--- config.mk ---
export PLATFORM = sky130hd
export DESIGN_NAME = itcm_uart_loader_flat
export DESIGN_NICKNAME = d
export VERILOG_FILES = /design/src/rtl/itcm_uart_loader_if.sv /design/src/rtl/itcm_uart_loader.sv /design/src/flat_wrapper.sv
export SDC_FILE = /design/constraint.sdc
export NUM_CORES = 1
export LEC_CHECK = 0
export ABC_AREA = 0
export CAP_MARGIN = 15
export CELL_PAD_IN_SITES_DETAIL_PLACEMENT = 0
export CELL_PAD_IN_SITES_GLOBAL_PLACEMENT = 2
export CORE_MARGIN = 2
export CORE_UTILIZATION = 33
export DETAILED_ROUTE_END_ITERATION = 10
export GPL_TIMING_DRIVEN = 0
export PLACE_DENSITY = 0.83
export SLEW_MARGIN = 0
export SYNTH_ARGS = -nofsm -noshare
export SYNTH_HDL_FRONTEND = slang
export SYNTH_SLANG_ARGS = --single-unit
--- constraint.sdc ---
create_clock -name clk -period 3.23 [get_ports clk]
set_clock_uncertainty 0.15 [all_clocks]
set_input_delay 0.646 -clock clk [delete_from_list [all_inputs] [get_ports clk]]
set_output_delay 0.646 -clock clk [all_outputs]
set_load 0.01 [all_outputs]
--- src/rtl/itcm_uart_loader_if.sv ---
// ----------------------------------------------------------------------------
// itcm_uart_loader_if
//   Groups the two buses of the boot loader. The byte stream comes from UART0
//   receive and the write port goes to the ITCM BRAM.
//   master : environment side. Drives the received bytes and observes ITCM writes.
//   slave  : loader side. Consumes the bytes and drives the ITCM write port.
// Signals
//   rx_data    [7:0]        received UART byte
//   rx_valid                one-cycle strobe: rx_data is valid
//   itcm_we                 ITCM write enable, one-cycle pulse
//   itcm_addr  [ADDR_W-1:0] ITCM word address
//   itcm_wdata [31:0]       ITCM write data
// ----------------------------------------------------------------------------
interface itcm_uart_loader_if #(
    parameter int ADDR_W = 14
);
    logic [7:0]        rx_data;
    logic              rx_valid;
    logic              itcm_we;
    logic [ADDR_W-1:0] itcm_addr;
    logic [31:0]       itcm_wdata;

    modport master (
        output rx_data, rx_valid,
        input  itcm_we, itcm_addr, itcm_wdata
    );

    modport slave (
        input  rx_data, rx_valid,
        output itcm_we, itcm_addr, itcm_wdata
    );
endinterface

--- src/rtl/itcm_uart_loader.sv ---
// ----------------------------------------------------------------------------
// itcm_uart_loader
//   Boot-time image loader. It parses a framed image from the UART0 byte
//   stream. The frame is MAGIC, CNT_LO, CNT_HI, then CNT*4 payload bytes
//   (LSB first), then an optional CSUM byte. Payload bytes are packed into
//   32-bit words and written to the ITCM from word 0 upward. The core is held
//   in reset until the image is complete and verified.
// Build option
//   LOADER_CHECKSUM_EN : when defined, a trailing CSUM byte is expected. It
//                        must equal the 8-bit sum of CNT_LO, CNT_HI and all
//                        payload bytes. When undefined, there is no CSUM byte
//                        and no sum logic is built.
// Ports
//   clk            system clock
//   rst            synchronous, active-high reset
//   bus            itcm_uart_loader_if.slave (rx byte stream in, ITCM write port out)
//   core_rst_hold  1 = keep the core in reset
//   load_done      image loaded and verified (sticky until rst)
//   load_err       frame error (sticky until the next MAGIC or rst)
// ----------------------------------------------------------------------------
module itcm_uart_loader #(
    parameter int         DEPTH       = 16384,
    parameter int         ADDR_W      = 14,
    parameter int         TIMEOUT_CYC = 50000000,
    parameter logic [7:0] MAGIC       = 8'hA5
) (
    input  logic                  clk,
    input  logic                  rst,
    itcm_uart_loader_if.slave     bus,
    output logic                  core_rst_hold,
    output logic                  load_done,
    output logic                  load_err
);

    localparam int            TO_W    = $clog2(TIMEOUT_CYC + 1);
    localparam logic [TO_W-1:0] TO_LAST = TO_W'(TIMEOUT_CYC - 1);

    // S_WLAST exists only in the checksum-less build. It gives the final write
    // pulse its own cycle before DONE is raised.
    typedef enum logic [2:0] {
        S_IDLE, S_LEN0, S_LEN1, S_DATA, S_CSUM, S_WLAST, S_DONE, S_ERR
    } state_t;

    state_t            r_state;
    logic [7:0]        r_cnt_lo;
    logic [15:0]       r_cnt;
    logic [1:0]        r_lane;
    logic [TO_W-1:0]   r_idle;
    logic              r_itcm_we;
    logic [ADDR_W-1:0] r_itcm_addr;
    logic [31:0]       r_itcm_wdata;
    logic              r_core_rst_hold;
    logic              r_load_done;
    logic              r_load_err;
`ifdef LOADER_CHECKSUM_EN
    logic [7:0]        r_sum;
`endif

    logic              w_byte;
    logic [7:0]        w_rx;
    logic [16:0]       w_cnt_new;
    logic              w_last_word;
    logic              w_timed;

    assign w_byte      = bus.rx_valid;
    assign w_rx        = bus.rx_data;
    assign w_cnt_new   = {1'b0, w_rx, r_cnt_lo};
    assign w_last_word = (17'(r_itcm_addr) == (17'(r_cnt) - 17'd1));
    // The idle timer only runs while a frame is in flight.
    assign w_timed     = (r_state == S_LEN0) || (r_state == S_LEN1) ||
                         (r_state == S_DATA) || (r_state == S_CSUM) ||
                         (r_state == S_WLAST);

    assign bus.itcm_we    = r_itcm_we;
    assign bus.itcm_addr  = r_itcm_addr;
    assign bus.itcm_wdata = r_itcm_wdata;
    assign core_rst_hold  = r_core_rst_hold;
    assign load_done      = r_load_done;
    assign load_err       = r_load_err;

    // NOTE: every register here is written with <=. All reads see the values
    // from before the edge, so the order of the statements below only matters
    // where a later assignment deliberately overrides an earlier one.
    always_ff @(posedge clk) begin
        if (rst) begin
            r_state         <= S_IDLE;
            r_cnt_lo        <= '0;
            r_cnt           <= '0;
            r_lane          <= '0;
            r_idle          <= '0;
            r_itcm_we       <= 1'b0;
            r_itcm_addr     <= '0;
            r_itcm_wdata    <= '0;
            r_core_rst_hold <= 1'b1;
            r_load_done     <= 1'b0;
            r_load_err      <= 1'b0;
`ifdef LOADER_CHECKSUM_EN
            r_sum           <= '0;
`endif
        end else begin
            // The write pulse lasts exactly one cycle and the address advances
            // right after it. The address saturates so that a full-depth image
            // cannot wrap it back to 0.
            if (r_itcm_we) begin
                r_itcm_we <= 1'b0;
                if (r_itcm_addr != '1)
                    r_itcm_addr <= r_itcm_addr + 1'b1;
            end

            // Idle timer. A byte arriving in the expiry cycle reloads the timer
            // and suppresses the error.
            if (w_timed) begin
                if (w_byte) begin
                    r_idle <= '0;
                end else if (r_idle == TO_LAST) begin
                    r_idle          <= '0;
                    r_state         <= S_ERR;
                    r_load_err      <= 1'b1;
                    r_core_rst_hold <= 1'b1;
                end else begin
                    r_idle <= r_idle + 1'b1;
                end
            end else begin
                r_idle <= '0;
            end

            case (r_state)
                S_IDLE, S_ERR: begin
                    if (w_byte && (w_rx == MAGIC)) begin
                        r_state     <= S_LEN0;
                        r_load_err  <= 1'b0;
                        r_itcm_addr <= '0;
                        r_lane      <= '0;
`ifdef LOADER_CHECKSUM_EN
                        r_sum       <= '0;
`endif
                    end
                end

                S_LEN0: begin
                    if (w_byte) begin
                        r_cnt_lo <= w_rx;
                        r_state  <= S_LEN1;
`ifdef LOADER_CHECKSUM_EN
                        r_sum    <= w_rx;
`endif
                    end
                end

                S_LEN1: begin
                    if (w_byte) begin
                        r_cnt  <= w_cnt_new[15:0];
                        r_lane <= '0;
`ifdef LOADER_CHECKSUM_EN
                        r_sum  <= r_sum + w_rx;
`endif
                        if (w_cnt_new > 17'(DEPTH)) begin
                            r_state    <= S_ERR;
                            r_load_err <= 1'b1;
                        end else if (w_cnt_new == '0) begin
`ifdef LOADER_CHECKSUM_EN
                            r_state         <= S_CSUM;
`else
                            r_state         <= S_DONE;
                            r_load_done     <= 1'b1;
                            r_core_rst_hold <= 1'b0;
`endif
                        end else begin
                            r_state <= S_DATA;
                        end
                    end
                end

                S_DATA: begin
                    if (w_byte) begin
                        r_itcm_wdata[8*r_lane +: 8] <= w_rx;
                        r_lane                      <= r_lane + 2'd1;
`ifdef LOADER_CHECKSUM_EN
                        r_sum                       <= r_sum + w_rx;
`endif
                        if (r_lane == 2'd3) begin
                            r_itcm_we <= 1'b1;
                            if (w_last_word) begin
`ifdef LOADER_CHECKSUM_EN
                                r_state <= S_CSUM;
`else
                                r_state <= S_WLAST;
`endif
                            end
                        end
                    end
                end

`ifdef LOADER_CHECKSUM_EN
                S_CSUM: begin
                    if (w_byte) begin
                        if (w_rx == r_sum) begin
                            r_state         <= S_DONE;
                            r_load_done     <= 1'b1;
                            r_core_rst_hold <= 1'b0;
                        end else begin
                            r_state    <= S_ERR;
                            r_load_err <= 1'b1;
                        end
                    end
                end
`else
                S_WLAST: begin
                    r_state         <= S_DONE;
                    r_load_done     <= 1'b1;
                    r_core_rst_hold <= 1'b0;
                end
`endif

                default: ;  // S_DONE: terminal until rst
            endcase
        end
    end

endmodule

--- src/flat_wrapper.sv ---
// flat-port wrapper written by rule: the top's interface ports become plain ports
module itcm_uart_loader_flat 
#(
    parameter int         DEPTH       = 16384,
    parameter int         ADDR_W      = 14,
    parameter int         TIMEOUT_CYC = 50000000,
    parameter logic [7:0] MAGIC       = 8'hA5
)
  (clk, rst, core_rst_hold, load_done, load_err, bus_rx_data, bus_rx_valid, bus_itcm_we, bus_itcm_addr, bus_itcm_wdata);
  itcm_uart_loader_if #(.ADDR_W(ADDR_W)) bus_i ();
  input  logic clk;
  input  logic rst;
  output logic core_rst_hold;
  output logic load_done;
  output logic load_err;
  input wire logic [$bits(bus_i.rx_data)-1:0] bus_rx_data;
  input wire logic [$bits(bus_i.rx_valid)-1:0] bus_rx_valid;
  output wire logic [$bits(bus_i.itcm_we)-1:0] bus_itcm_we;
  output wire logic [$bits(bus_i.itcm_addr)-1:0] bus_itcm_addr;
  output wire logic [$bits(bus_i.itcm_wdata)-1:0] bus_itcm_wdata;
  assign bus_i.rx_data = bus_rx_data;
  assign bus_i.rx_valid = bus_rx_valid;
  assign bus_itcm_we = bus_i.itcm_we;
  assign bus_itcm_addr = bus_i.itcm_addr;
  assign bus_itcm_wdata = bus_i.itcm_wdata;
  itcm_uart_loader #(.DEPTH(DEPTH), .ADDR_W(ADDR_W), .TIMEOUT_CYC(TIMEOUT_CYC), .MAGIC(MAGIC)) u_core (.clk(clk), .rst(rst), .bus(bus_i), .core_rst_hold(core_rst_hold), .load_done(load_done), .load_err(load_err));
endmodule
* Word-level counts from Yosys, hierarchy flattened *
Index checks and enable logic that the tools add are counted.

storage, ports and cells
  bits in registers = 105
  input bits = 11
  output and inout port bits = 50
  logic and storage cells = 95

operators by class
  add/subtract/negate cells = 5
  order comparisons = 1
  equality and inequality tests = 16
  shift operators = 2
  mux-type cells = 40
  bitwise gates (word level) = 3
  reduce and logical (&&, ||, !) cells = 17

operators with widths
  operator                 number
  $mux 14                  4
  $neg 5->34               1
  $shift 8x34->32 const A  1
  $shiftx 8x34->32         1
  $mux 3                   11
  $bwmux 32                1
  $add 26x1->26 const B    1
  $eq 26x26->1 const B     1
  $eq 14x17->1             1
  $logic_not 17->1         1
  $sub 16x1->17 const B    1
  $gt 16x15->1 const B     1
  $mux 1                   16
  $pmux 3 s5               1
  $add 14x1->14 const B    1
  $ne 14x14->1 const B     1
  $eq 3x3->1 const B       3
  $eq 8x8->1 const B       1
  $ne 2x2->1 const B       4
  $reduce_and 4->1         2
  $eq 3x2->1 const B       2
  $mux 2                   3
  $pmux 1 s2               3
  $pmux 2 s3               1
  other kinds (14)         21

* Depth between registers and ports, before layout *
  depth after elaboration = 10
  mapped depth = 9
  mapped depth without buffers = 9

* Least setup slack after synthesis *
No wires, ideal clock.

  path type = register -> register
  from = register u_core.r_cnt[0]
  to = register u_core.r_state[2]
  library setup time = 0.059 ns
  arrival time = 2.152 ns
  data required time = 3.021 ns
  path slack = 0.869 ns
  cell stages (with the launch flop) = 10
  path buffers = 0
  period minus slack after synthesis = 2.361 ns
  cells stage by stage = dfxtp_1 inv_1 ha_1 nor3b_1 and3_1 o211ai_1 o211ai_1 o211ai_1 a2111oi_4 o311a_1

on the way
  word-level cells in the longest chain between the ends = 6

RTL lines
  element                 line                     RTL
  from (decl)             itcm_uart_loader.sv:46   logic [15:0] r_cnt;
  from (signal assigned)  itcm_uart_loader.sv:152  r_cnt <= w_cnt_new[15:0];
  $sub 16x1->17           itcm_uart_loader.sv:68   assign w_last_word = (17'(r_itcm_addr) == (17'(r_cnt) - 17'd1));
  $eq 14x17->1            itcm_uart_loader.sv:68
  $mux 3                  itcm_uart_loader.sv:183  if (w_last_word) begin
  $mux 3                  itcm_uart_loader.sv:181  if (r_lane == 2'd3) begin
  $mux 3                  itcm_uart_loader.sv:175  if (w_byte) begin
  $pmux 3 s5              itcm_uart_loader.sv:127  case (r_state)
  to (signal assigned)    itcm_uart_loader.sv:130  r_state <= S_LEN0;
  to (signal assigned)    itcm_uart_loader.sv:143  r_state <= S_LEN1;
  to (signal assigned)    itcm_uart_loader.sv:187  r_state <= S_WLAST;
  to (decl)               itcm_uart_loader.sv:44   state_t r_state;

No other way between the ends.
A chain may end at the register's enable or synchronous reset.

* Final worst setup path *
Ends and elaborated chain as after synthesis.

==> impl_results.md <==
- Final WS setup: 0.392 ns
- Syn Area/Cell: 7.92 um2
- Mux cell area share after synthesis: 0.00806
- # port buffers: 55
- Worst setup path category: flip-flop to flip-flop
- Iter 0 DRT Violations: ~250
- Setup violations, final: 0
- Synth warn: 0
- CTS tree: done
- Cell taking the most area after synthesis: dfxtp_1
- Root buffer cell: clkbuf_16
- Final Non-Filler Cells: ~900
- Pin count of the biggest net entering global routing: 16
- Slew headroom: 0.359
- CTS Hold Bufs: 0
- Vias in the first global route: ~4500
- Finished Cell Area: 6030 um2
- Combinational family with the most area after synthesis: simple AND/OR/NAND/NOR gates
- Max cap viols: 0
- IO Pins: 61
- Sequential element share of the synthesized area: 0.423
- Residual DRC: 0
- Status: completed
- Syn_nets: between 600 and 700
- Post-synthesis compound-gate area fraction: 0.115
- Setup TNS: 0 ns
- Number of synthesized flops with an enable pin: 0
- Postcts setup bufs: 0
- Placeable Area: ~15000 um2
- WL final: ~14000 um
- First-pass GRT wire length: 22500 um
- Synth-to-Final Area Change: 21.4%
- Initial Utilization: 0.339
- Adder-Cell Fraction of Synth Area: 0.0227
- Nets: ~710
- Antenna Nets Post-Route: 0
- Top post-synthesis cells by area: dfxtp_1, nand2_1, a21oi_1
- Hold Violations, Final: 0
- Worst R2R Path Depth: 9
- Share of layout cells above drive strength 1: 0.0359
- Max VDD drop: around 210 uV
- CP arrival: between 2 and 3 ns
- Peak Freq: 0.352 GHz
- Tmin final: between 2 and 3 ns
- RSZ-0062 raised after global routing: false
- Row count: 44
- CTS max path bufs: 2
- Simple-gate share of the synthesized area: 0.303
- Reg clk slew, reported paths: roughly 0.07 ns
- GRT Resource Usage Total: 0.174
- Placed cell count: between 800 and 900
- Slew @ Worst Pin: 0.959 ns
- Pins Over Slew Limit: 0
- Antenna violations before repair: 0
- Post-cts resize count: 0
- CTS Sinks: approximately 110
- Async SR Flop Fraction: 0
- Routed length per instance: between 15 and 20 um
- Die Ht: 127 um
- Critical-path maximum fanout: 7
- Num CTS Buffers: 9
- #FFs+latches synth: 105
- Class of the worst hold path: flip-flop to flip-flop
- Leakage: just under 2 nW
- Top-area cell type share of the netlist area: 0.423
- DP Wirelength: ~9800 um
- Cell Area, Placed: around 5700 um2
- Power Density: 400 nW/um2
- Vias per std cell: about 5.1
- Die area: around 16000 um2
- Period utilization: 0.879
- CP Launch Type: flip-flop
- Netlist cell types: 48
- RePlAce Congestion: slightly below 0.8
- Congestion Overflow GR: 0
- Xor/xnor share of the synthesized area: 0.0935
- Via Count: about 4500
- Die width: 127 um
- Post-Synthesis Cell Area: between 4000 and 5000 um2
- Critical Path Sink Type: flip-flop
- Drt pass-1 iters: 4
- H-Tree Depth: 3
- Cells after Synth: approximately 630
- Ant. Diodes: 0
- Place WS: about 0.11 ns
- Worst Path Required: about 3.4 ns
- Main synth FF type: dfxtp_1
- WHS Path Cells: 2
- Clock Latency Late Sink: 0.35 ns
synth_stat cells, types with 11 or more instances:
library cell,instances
nand3_1,53
clkbuf_1,25
and3_1,11
nand4_1,13
o21ai_0,12
xor2_1,32
a21oi_1,66
dfxtp_1,105
inv_1,13
nor2_1,64
xnor2_1,21
nor3_1,12
nand2_1,115
layer usage:
layer  up-vias  GRT usage  part of all wire  wire length, um
met1      2118      0.231              0.49             6700
met2        72      0.279              0.45             6160
li1       2284          -                 -                -
met4         0     0.0627             0.021              280
met3        19     0.0384             0.030              403
met5         -          0                 0                0
worst max-delay path, cell delays in order (launching register included):
cell and delay, ns:
dfxtp_1 0.36, inv_1 0.08, ha_1 0.19, nor3b_1 0.65
nand4_1 0.29, xnor2_1 0.22, mux2i_1 0.09, o32a_1 0.21
a2111oi_4 0.37, o311a_1 0.18
power by group:
part           internal [W]  switching [W]
clock network      0.000582       0.000481
logic             0.0000127      0.0000443
registers           0.00129   0.0000000752
worst paths after layout:
check / to / slack [ns] / startpoint
max: u_core.r_state[2] / 0.39 / u_core.r_cnt[0]
min: u_core.bus.itcm_wdata[18] / 0.31 / u_core.bus.itcm_wdata[18]
max reg2reg: u_core.r_state[2] / 0.39 / u_core.r_cnt[0]
min reg2reg: u_core.bus.itcm_wdata[18] / 0.31 / u_core.bus.itcm_wdata[18]
sequential cells by signal, summed over array words and instances, names as in the netlist:
signal	cells
u_core.core_rst_hold	1
u_core.bus.itcm_addr	14
u_core.bus.itcm_wdata	32
u_core.load_err	1
u_core.r_cnt	16
u_core.r_cnt_lo	8
u_core.r_state	3
u_core.bus.itcm_we	1
u_core.load_done	1
u_core.r_lane	2
u_core.r_idle	26
area by class of cell:
type,instances,area [um2]
fill,1500,8610
timing repair buffer,55,551
clock buffer,13,270
multi-input combinational,479,2690
sequential,105,2100
tap,184,230
buffer,30,124
inverter,13,48.8
clock inverter,2,12.5
cells in the final DEF, fill, tap and decap left out, drive strengths merged, types with 9 or more instances in the layout:
cell           instances
xnor2                 21
o21ai                 15
nand2                115
a21oi                 66
clkdlybuf4s50         55
xor2                  32
nor2                  65
clkbuf                38
and3                  11
nand4                 13
dfxtp                105
nand3                 53
nor4                   9
ha                     9
inv                   13
nor3                  12
per-stage QoR:
stage	util	total power (W)	hold slack, ns
floorplan	-	0.00135	0.291
global placement	0.392	0.00138	0.293
detailed placement	0.392	0.00138	0.294
CTS	0.412	0.00245	0.306
global route	0.412	0.00250	0.327
finish	0.412	0.00241	0.306
logic make-up (layout without fill, tap and decap cells):
| group | count (synthesis) | in the layout |
|---|---|---|
| AND/OR/NAND/NOR | 314 | 314 |
| multiplexers | 4 | 4 |
| AO/OA/AOI/OAI | 99 | 99 |
| buffers and inverters | 43 | 113 |
| XOR/XNOR | 53 | 53 |
| flip-flops | 105 | 105 |
| adder cells (fa/ha/maj) | 9 | 9 |
No activity file was read; power rests on OpenSTA's default activity.
